--- config.mk ---
export PLATFORM = sky130hd
export DESIGN_NAME = vga_sync_gen
export DESIGN_NICKNAME = d
export VERILOG_FILES = /design/src/rtl/vga_sync_gen_pkg.sv /design/src/rtl/vga_sync_gen_pix_tick.sv /design/src/rtl/vga_sync_gen.sv
export SDC_FILE = /design/constraint.sdc
export NUM_CORES = 1
export LEC_CHECK = 0
export CORE_MARGIN = 2
export CORE_UTILIZATION = 43
export DETAILED_ROUTE_END_ITERATION = 8
export PLACE_DENSITY_LB_ADDON = 0.08
export SLEW_MARGIN = 10
export SYNTH_ARGS = -nofsm -noshare
export SYNTH_HDL_FRONTEND = slang
export SYNTH_SLANG_ARGS = --single-unit
--- constraint.sdc ---
create_clock -name clk -period 3.15 [get_ports clk]
set_input_delay 0.4725 -clock clk [delete_from_list [all_inputs] [get_ports clk]]
set_output_delay 0.4725 -clock clk [all_outputs]
set_load 0.03 [all_outputs]
--- src/rtl/vga_sync_gen_pkg.sv ---
// ----------------------------------------------------------------------------
// vga_sync_gen_pkg
//   Shared VGA raster timing for the sync generator and the pixel generator.
//   It holds the 640x480@60 timing constants, the derived totals and
//   sync-window bounds, and a small window-compare helper.
//   The pixel generator imports this same package, so both blocks agree on
//   the geometry.
// ----------------------------------------------------------------------------
package vga_sync_gen_pkg;

    // Counter and key-code widths. 10 bits covers H_TOTAL-1 = 799 with headroom.
    localparam int CNT_W = 10;
    localparam int ARB_W = 6;

    // Default pixel clock divider: 100 MHz system clock / 4 = 25 MHz.
    localparam int DEF_CLK_DIV = 4;

    // Horizontal timing, in pixels.
    localparam int DEF_H_VIS  = 640;
    localparam int DEF_H_FP   = 16;
    localparam int DEF_H_SYNC = 96;
    localparam int DEF_H_BP   = 48;
    localparam int DEF_H_TOTAL = DEF_H_VIS + DEF_H_FP + DEF_H_SYNC + DEF_H_BP;  // 800

    // Vertical timing, in lines.
    localparam int DEF_V_VIS  = 480;
    localparam int DEF_V_FP   = 10;
    localparam int DEF_V_SYNC = 2;
    localparam int DEF_V_BP   = 33;
    localparam int DEF_V_TOTAL = DEF_V_VIS + DEF_V_FP + DEF_V_SYNC + DEF_V_BP;  // 525

    // Sync windows are half-open: [START, END).
    localparam int DEF_HS_START = DEF_H_VIS + DEF_H_FP;               // 656
    localparam int DEF_HS_END   = DEF_H_VIS + DEF_H_FP + DEF_H_SYNC;  // 752
    localparam int DEF_VS_START = DEF_V_VIS + DEF_V_FP;               // 490
    localparam int DEF_VS_END   = DEF_V_VIS + DEF_V_FP + DEF_V_SYNC;  // 492

    // Unsigned half-open window test: lo <= x < hi.
    function automatic logic in_window(
        input logic [CNT_W-1:0] x,
        input logic [CNT_W-1:0] lo,
        input logic [CNT_W-1:0] hi
    );
        return (x >= lo) && (x < hi);
    endfunction

endpackage

--- src/rtl/vga_sync_gen_pix_tick.sv ---
// ----------------------------------------------------------------------------
// pix_tick_gen
//   Pixel-rate divider. It counts 0..CLK_DIV-1 on the system clock.
//   Ports:
//     clk       in   system clock
//     rst_n     in   asynchronous reset, active-low
//     tick_en   out  combinational; high in the cycle where the divider
//                    sits at its terminal count. The owner advances its
//                    state on that edge.
//     pix_tick  out  registered; high for one clk after each terminal count,
//                    so it rises on the same edge as the advanced counters.
//   With CLK_DIV = 1 the divider stays at 0 and tick_en is always high,
//   which gives a tick every cycle.
// ----------------------------------------------------------------------------
module pix_tick_gen #(
    parameter int CLK_DIV = 4
) (
    input  logic clk,
    input  logic rst_n,
    output logic tick_en,
    output logic pix_tick
);

    // Keep at least one bit so CLK_DIV = 1 still elaborates cleanly.
    localparam int DIV_W = (CLK_DIV > 1) ? $clog2(CLK_DIV) : 1;
    localparam logic [DIV_W-1:0] DIV_LAST = DIV_W'(CLK_DIV - 1);

    logic [DIV_W-1:0] div_cnt;

    assign tick_en = (div_cnt == DIV_LAST);

    always_ff @(posedge clk or negedge rst_n) begin
        if (!rst_n) begin
            div_cnt  <= '0;
            pix_tick <= 1'b0;
        end else begin
            pix_tick <= tick_en;
            div_cnt  <= tick_en ? '0 : div_cnt + 1'b1;
        end
    end

endmodule

--- src/rtl/vga_sync_gen.sv ---
// ----------------------------------------------------------------------------
// vga_sync_gen
//   VGA raster timing generator. It produces the pixel/line counters, the
//   active-video flag and active-low syncs, plus line and frame strobes. It
//   also latches the key code once per frame so the pixel generator never
//   sees it change mid-frame.
//   Ports:
//     clk          in   system clock
//     rst_n        in   asynchronous reset, active-low
//     arbiter_in   in   raw key code from the keyboard logic
//     arbiter      out  key code latched on the frame_start edge
//     h_cnt        out  horizontal position, 0..H_TOTAL-1
//     v_cnt        out  vertical line, 0..V_TOTAL-1
//     vga_valid    out  high while h_cnt < H_VIS and v_cnt < V_VIS
//     hsync        out  active-low horizontal sync
//     vsync        out  active-low vertical sync
//     pix_tick     out  one-clk pulse per pixel
//     line_start   out  one-clk pulse when h_cnt wraps to 0
//     frame_start  out  one-clk pulse when (h_cnt, v_cnt) becomes (0, 0)
//   Reset parks the counters at the last pixel of a frame. The first tick
//   after release therefore wraps to (0,0) and opens a full frame.
// ----------------------------------------------------------------------------
module vga_sync_gen
    import vga_sync_gen_pkg::*;
#(
    parameter int CLK_DIV = DEF_CLK_DIV,
    parameter int H_VIS   = DEF_H_VIS,
    parameter int H_FP    = DEF_H_FP,
    parameter int H_SYNC  = DEF_H_SYNC,
    parameter int H_BP    = DEF_H_BP,
    parameter int V_VIS   = DEF_V_VIS,
    parameter int V_FP    = DEF_V_FP,
    parameter int V_SYNC  = DEF_V_SYNC,
    parameter int V_BP    = DEF_V_BP
) (
    input  logic             clk,
    input  logic             rst_n,
    input  logic [ARB_W-1:0] arbiter_in,
    output logic [ARB_W-1:0] arbiter,
    output logic [CNT_W-1:0] h_cnt,
    output logic [CNT_W-1:0] v_cnt,
    output logic             vga_valid,
    output logic             hsync,
    output logic             vsync,
    output logic             pix_tick,
    output logic             line_start,
    output logic             frame_start
);

    localparam int H_TOTAL = H_VIS + H_FP + H_SYNC + H_BP;
    localparam int V_TOTAL = V_VIS + V_FP + V_SYNC + V_BP;

    localparam logic [CNT_W-1:0] H_LAST   = CNT_W'(H_TOTAL - 1);
    localparam logic [CNT_W-1:0] V_LAST   = CNT_W'(V_TOTAL - 1);
    localparam logic [CNT_W-1:0] H_VIS_C  = CNT_W'(H_VIS);
    localparam logic [CNT_W-1:0] V_VIS_C  = CNT_W'(V_VIS);
    localparam logic [CNT_W-1:0] HS_START = CNT_W'(H_VIS + H_FP);
    localparam logic [CNT_W-1:0] HS_END   = CNT_W'(H_VIS + H_FP + H_SYNC);
    localparam logic [CNT_W-1:0] VS_START = CNT_W'(V_VIS + V_FP);
    localparam logic [CNT_W-1:0] VS_END   = CNT_W'(V_VIS + V_FP + V_SYNC);

    // ------------------------------------------------------------------
    // Pixel-rate divider
    // ------------------------------------------------------------------
    logic tick_en;

    pix_tick_gen #(
        .CLK_DIV (CLK_DIV)
    ) u_pix_tick (
        .clk      (clk),
        .rst_n    (rst_n),
        .tick_en  (tick_en),
        .pix_tick (pix_tick)
    );

    // ------------------------------------------------------------------
    // Next raster position. The decoded outputs are computed from these
    // values rather than from the current counters. That way the syncs,
    // valid flag and strobes register on the same edge as h_cnt/v_cnt,
    // with no one-pixel lag.
    // ------------------------------------------------------------------
    logic             h_wrap;
    logic             v_wrap;
    logic [CNT_W-1:0] h_nxt;
    logic [CNT_W-1:0] v_nxt;

    always_comb begin
        h_wrap = (h_cnt == H_LAST);
        v_wrap = (v_cnt == V_LAST);
        h_nxt  = h_wrap ? '0 : h_cnt + 1'b1;
        v_nxt  = v_cnt;
        if (h_wrap) begin
            v_nxt = v_wrap ? '0 : v_cnt + 1'b1;
        end
    end

    // ------------------------------------------------------------------
    // Raster state, decoded outputs and per-frame key latch
    // ------------------------------------------------------------------
    always_ff @(posedge clk or negedge rst_n) begin
        if (!rst_n) begin
            h_cnt       <= H_LAST;
            v_cnt       <= V_LAST;
            hsync       <= 1'b1;
            vsync       <= 1'b1;
            vga_valid   <= 1'b0;
            line_start  <= 1'b0;
            frame_start <= 1'b0;
            arbiter     <= '0;
        end else if (tick_en) begin
            h_cnt       <= h_nxt;
            v_cnt       <= v_nxt;
            hsync       <= ~in_window(h_nxt, HS_START, HS_END);
            vsync       <= ~in_window(v_nxt, VS_START, VS_END);
            vga_valid   <= (h_nxt < H_VIS_C) && (v_nxt < V_VIS_C);
            line_start  <= h_wrap;
            frame_start <= h_wrap && v_wrap;
            // Sample the key only as a new frame opens, so a frame is never torn.
            if (h_wrap && v_wrap) begin
                arbiter <= arbiter_in;
            end
        end else begin
            // Levels hold between ticks; only the strobes fall.
            line_start  <= 1'b0;
            frame_start <= 1'b0;
        end
    end

endmodule
Word level (Yosys, flattened, before mapping)
Cells that the tools add are included.
{ "op_classes": {"add_sub_neg": 3, "magnitude_cmp": 6, "n_eq_ne": 3, "muxes": 6, "bitwise_logic": 2, "n_reduce_logical": 5} }
{ "op_table": {"columns": ["cell", "count"], "rows": [
  ["two-way mux 10 bit", 3],
  ["adder 10 x 1 -> 10 bit (second input constant)", 2],
  ["equality test 10 bit (second input constant)", 2],
  ["< comparator 10 bit (second input constant)", 2],
  ["< comparator 10 x 9 -> 1 bit (second input constant)", 2],
  ["greater-or-equal comparator 10 bit (second input constant)", 1],
  ["greater-or-equal comparator 10 x 9 -> 1 bit (second input constant)", 1],
  ["logical AND 1 bit", 4],
  ["adder 2 x 1 -> 2 bit (second input constant)", 1],
  ["equality test 2 bit (second input constant)", 1],
  ["two-way mux 1 bit", 2],
  ["two-way mux 2 bit", 1],
  ["NOT 1 bit", 2],
  ["AND reduction 2 bit", 1]
]} }
{ "totals": {"register_bits": 34, "out_inout_bits": 32, "wordCells": 35} }

Longest topological paths before layout
{ "depth": {"word_depth": 6, "mapped_depth": 8, "mapped_depth_nobuf": 7} }

Modules after synthesis
Synthesis repeated with hierarchy kept, for this count alone.
{ "hier_totals": {"hier_cells": 193, "area_unflattened_um2": 1934.4} }
{ "by_module_without_submodules": {"columns": ["mod", "instances", "cells_each", "area_per_inst_um2", "seq_area_each_um2"], "rows": [
  ["vga_sync_gen", 1, 188, 1843.0, 790.8],
  ["pix_tick_gen", 1, 5, 91.3, 75.1]
]} }

Worst setup path before layout
OpenSTA, ideal clock, no wires.
{ "synth_path": {"kind": "reg-to-reg", "start": "register h_cnt[4]", "end": "register vsync", "arrival_time_ps": 2533, "required_ps": 3059, "path_slack_ps": 527, "stages_incl_launch_ff": 9, "path_buffers": 3, "path_cell_list": "dfstp_2 > buf_4 > or3b_1 > buf_2 > or3_1 > buf_2 > or3_4 > a2111oi_2 > a31oi_1"} }
{ "synth_between": {"elab_chain_cells": 5} }
{ "synth_lines": {"columns": ["element", "line_no", "text"], "rows": [
  ["from (decl)", "vga_sync_gen.sv:40", "output logic [CNT_W-1:0] h_cnt,"],
  ["from (signal assigned)", "vga_sync_gen.sv:111", "h_cnt <= h_nxt;"],
  ["equality test 10 bit (*)", "vga_sync_gen.sv:88", "h_wrap = (h_cnt == H_LAST);"],
  ["two-way mux 10 bit (*)", "vga_sync_gen.sv:92", "if (h_wrap) begin"],
  ["greater-or-equal comparator 10 x 9 -> 1 bit / < comparator 10 x 9 -> 1 bit (equally long branches)", "vga_sync_gen_pkg.sv:44", "return (x >= lo) && (x < hi);"],
  ["logical AND 1 bit (*)", "vga_sync_gen_pkg.sv:44", null],
  ["NOT 1 bit (*)", "vga_sync_gen.sv:114", "vsync <= ~in_window(v_nxt, VS_START, VS_END);"],
  ["to (signal assigned)", "vga_sync_gen.sv:114", null],
  ["to (decl)", "vga_sync_gen.sv:44", "output logic vsync,"]
]} }
Mark *: on every way between the ends. The rest lies on a longest branch, timed or not.
A chain may end at the register's enable or synchronous reset.

Final worst setup path
Same ends and word-level chain as after synthesis.

==> out/results.ini <==
[run_status]
run_status=finished clean

[clock_tree]
ctsResizeCount=0
cts_max_path_buffers=2
cts_root_buf=clkbuf_8
cts_tree=yes
cts.sinks=34
cts_max_level=2
cts_buffers=5
post_cts_buffers=0
clk_latency_ns=0.29
hold_buffers=0
path_clk_slew_ns=0.08

[hold_path]
hold_class=register to register

[synth]
synth_cell_types=51
netlist.area_leader.share=0.281
synth_xor_area_frac=0.0402
syn_nets=215
yosysSeqAreaShare=0.442
yosysTopAreaCell=dfrtp_1
synth_top_family_by_area=simple AND/OR/NAND/NOR gates
yosysWarnings=0
ys_ff_latch=34
synth-compound-area-share=0.165
syn_area_um2=1960
synthAdderAreaFrac=0.0319
synthSimpleGateAreaFrac=0.215
syn_inst=202
synth_async_sr_flop_share=1.00
ys.flop_type=dfrtp_1
synthTopCellsByArea=dfrtp_1 28%, dfstp_2 16%, mux2_2 5.2%
synth_edf_count=0
syn_area_per_cell_um2=9.71
synthMuxAreaShare=0.0568

[pwr]
p_switching_mw=0.174
comb_power_share=0.021
intPower_mw=0.666
p_per_area_nw_per_um2=337
peakVddDrop_v=0.000206
p_leak_nw=0.966
seq_power_share=0.520
switching_share=0.207
p_clk_frac=0.459

[cells_and_area]
postLayoutCellArea_um2=2490
syn_to_final_growth_pct=27.2
layout_common_cells=39 x clkdlybuf4s50_1, 22 x dfrtp_1, 14 x nand2_1
num-nets-final=252
final_common_cell=clkdlybuf4s50_1
antenna_cells=0
postLayoutCoreUtil=0.569
fillers=381
drive_above_1_share=0.158

[place]
placed_cell_area_um2=2380
pre_cts_slack_ns=0.601
hpwlAfterDp_um=3240
numPortBuffers=39
gp_congestion=0.928

[detailed_routing]
detail_route.iter0.violations=117
drc_errors=0
wl_per_cell_um=16.1
ant_nets=0
viasPerCell=5.87
drt_pass1_iterations=4
vias=1715
drt-total-wl_um=4700

[floorplan]
die_h_um=71.5
io_pins=40
die_area_um2=5120
die_x_um=71.5
core_um2=4380
start_util=0.447
core.rowCount=24

[global_route]
grt_pass1_wl_um=7800
grt_max_degree=35
overflow=0
grt_pass1_vias=1598
gr-usage-all-layers=0.194
antenna_found_initial=0

[setup_path]
cp_max_fo=11
required_ns=3.36
startpoint_type=register
criticalPathCategory=register to register
end_kind=register
worst_ep_arrival_time_ns=2.79

[sta]
hold_viol=0
timing.hold.ws_ns=0.424
fin_crit_ns=2.58
post-route-period-util=0.819
worstMarginPinSlew_ns=0.723
maxSlewHeadroom=0.514
finalWorstSetupSlack_ns=0.572
fin_worst_skew_ns=0.0113
finalSetupTns_ns=0
drv_slew=0
setup_viol=0
max_clock_freq_mhz=388
rsz0062_at_grt=false

[run]
cap_violations=0

==> cells in the mapped netlist (2+ instances only) <==
cell	n
a2111oi_0	2
a21o_1	3
a21oi_1	6
a22oi_1	2
a31oi_1	7
and2_1	2
and3_1	6
and4_1	2
buf_2	2
clkbuf_1	8
dfrtp_1	22
dfstp_2	12
ha_1	5
inv_1	9
mux2_2	9
nand2_1	14
nand3_1	7
nand4_1	6
nor2_1	10
nor3_1	11
nor4_1	3
o211ai_1	2
o21ai_0	9
o31ai_1	4
o41ai_1	3
or3_1	3
or4_1	2
xnor2_1	7
xor2_1	2
==> registers in the layout (all words and copies together), names as in the netlist <==
| register | flops |
|---|---|
| arbiter | 6 |
| frame_start | 1 |
| h_cnt | 10 |
| hsync | 1 |
| line_start | 1 |
| u_pix_tick.div_cnt | 2 |
| u_pix_tick.pix_tick | 1 |
| v_cnt | 10 |
| vga_valid | 1 |
| vsync | 1 |
==> final cells by class <==
class,count,area [um2],area share
Timing Repair Buffer,43,420,0.169
Multi-Input combinational cell,146,998,0.400
Tap cell,52,65.1,0.0261
Inverter,9,33.8,0.0135
Clock buffer,8,110,0.0442
Sequential cell,34,866,0.347
==> cell families (layout without fill, tap and decap cells) <==
| logic type | Yosys count | in the layout |
|---|---|---|
| compound gates | 46 | 46 |
| buf+inv | 22 | 60 |
| flops | 34 | 34 |
| mux | 10 | 10 |
| fa+ha+maj | 5 | 5 |
| xor+xnor | 9 | 9 |
| simple gates | 76 | 76 |
==> per-stage QoR <==
stage | power [mW] | instances
floorplan | 0.445 | 202
finish | 0.840 | 292
global placement | 0.463 | 284
CTS | 0.855 | 292
detailed placement | 0.463 | 284
global route | 0.875 | 292
==> final timing paths <==
check                           slack (ns)                  start                    end  depth (start not counted)
min in group asynchronous             0.59                  rst_n               h_cnt[7]                          2
worst max register to register        0.57               h_cnt[4]                  vsync                          5
worst min register to register        0.42  u_pix_tick.div_cnt[0]  u_pix_tick.div_cnt[0]                          1
worst min-delay path                  0.42  u_pix_tick.div_cnt[0]  u_pix_tick.div_cnt[0]                          1
max in group asynchronous             2.21                  rst_n               h_cnt[1]                          2
worst max-delay path                  0.57               h_cnt[4]                  vsync                          5
==> critical path: stages (launching register included) <==
cell,delay [ns]
dfstp_2,0.63
or3b_1,0.48
or3_1,0.52
or3_4,0.38
a2111oi_2,0.36
a31oi_1,0.12
==> power by group through the flow <==
stage | clock, mW | sequential (mW) | combinational (mW)
after CTS | 0.399 | 0.437 | 0.0185
after detailed placement | 0 | 0.445 | 0.0184
after floorplan | 0 | 0.445 | 0.0000631
after global routing | 0.418 | 0.437 | 0.0201
after global placement | 0 | 0.445 | 0.0180
final | 0.386 | 0.437 | 0.0175
==> metal layers <==
| layer | vias up | global-route usage | wire length (um) |
|---|---|---|---|
| met2 | 60 | 0.283 | 2120 |
| met1 | 815 | 0.274 | 2170 |
| met5 | - | 0 | 0 |
| li1 | 829 | - | - |
| met3 | 11 | 0.0534 | 315 |
| met4 | 0 | 0.0776 | 88 |
Power figures use the tool's default switching activity.
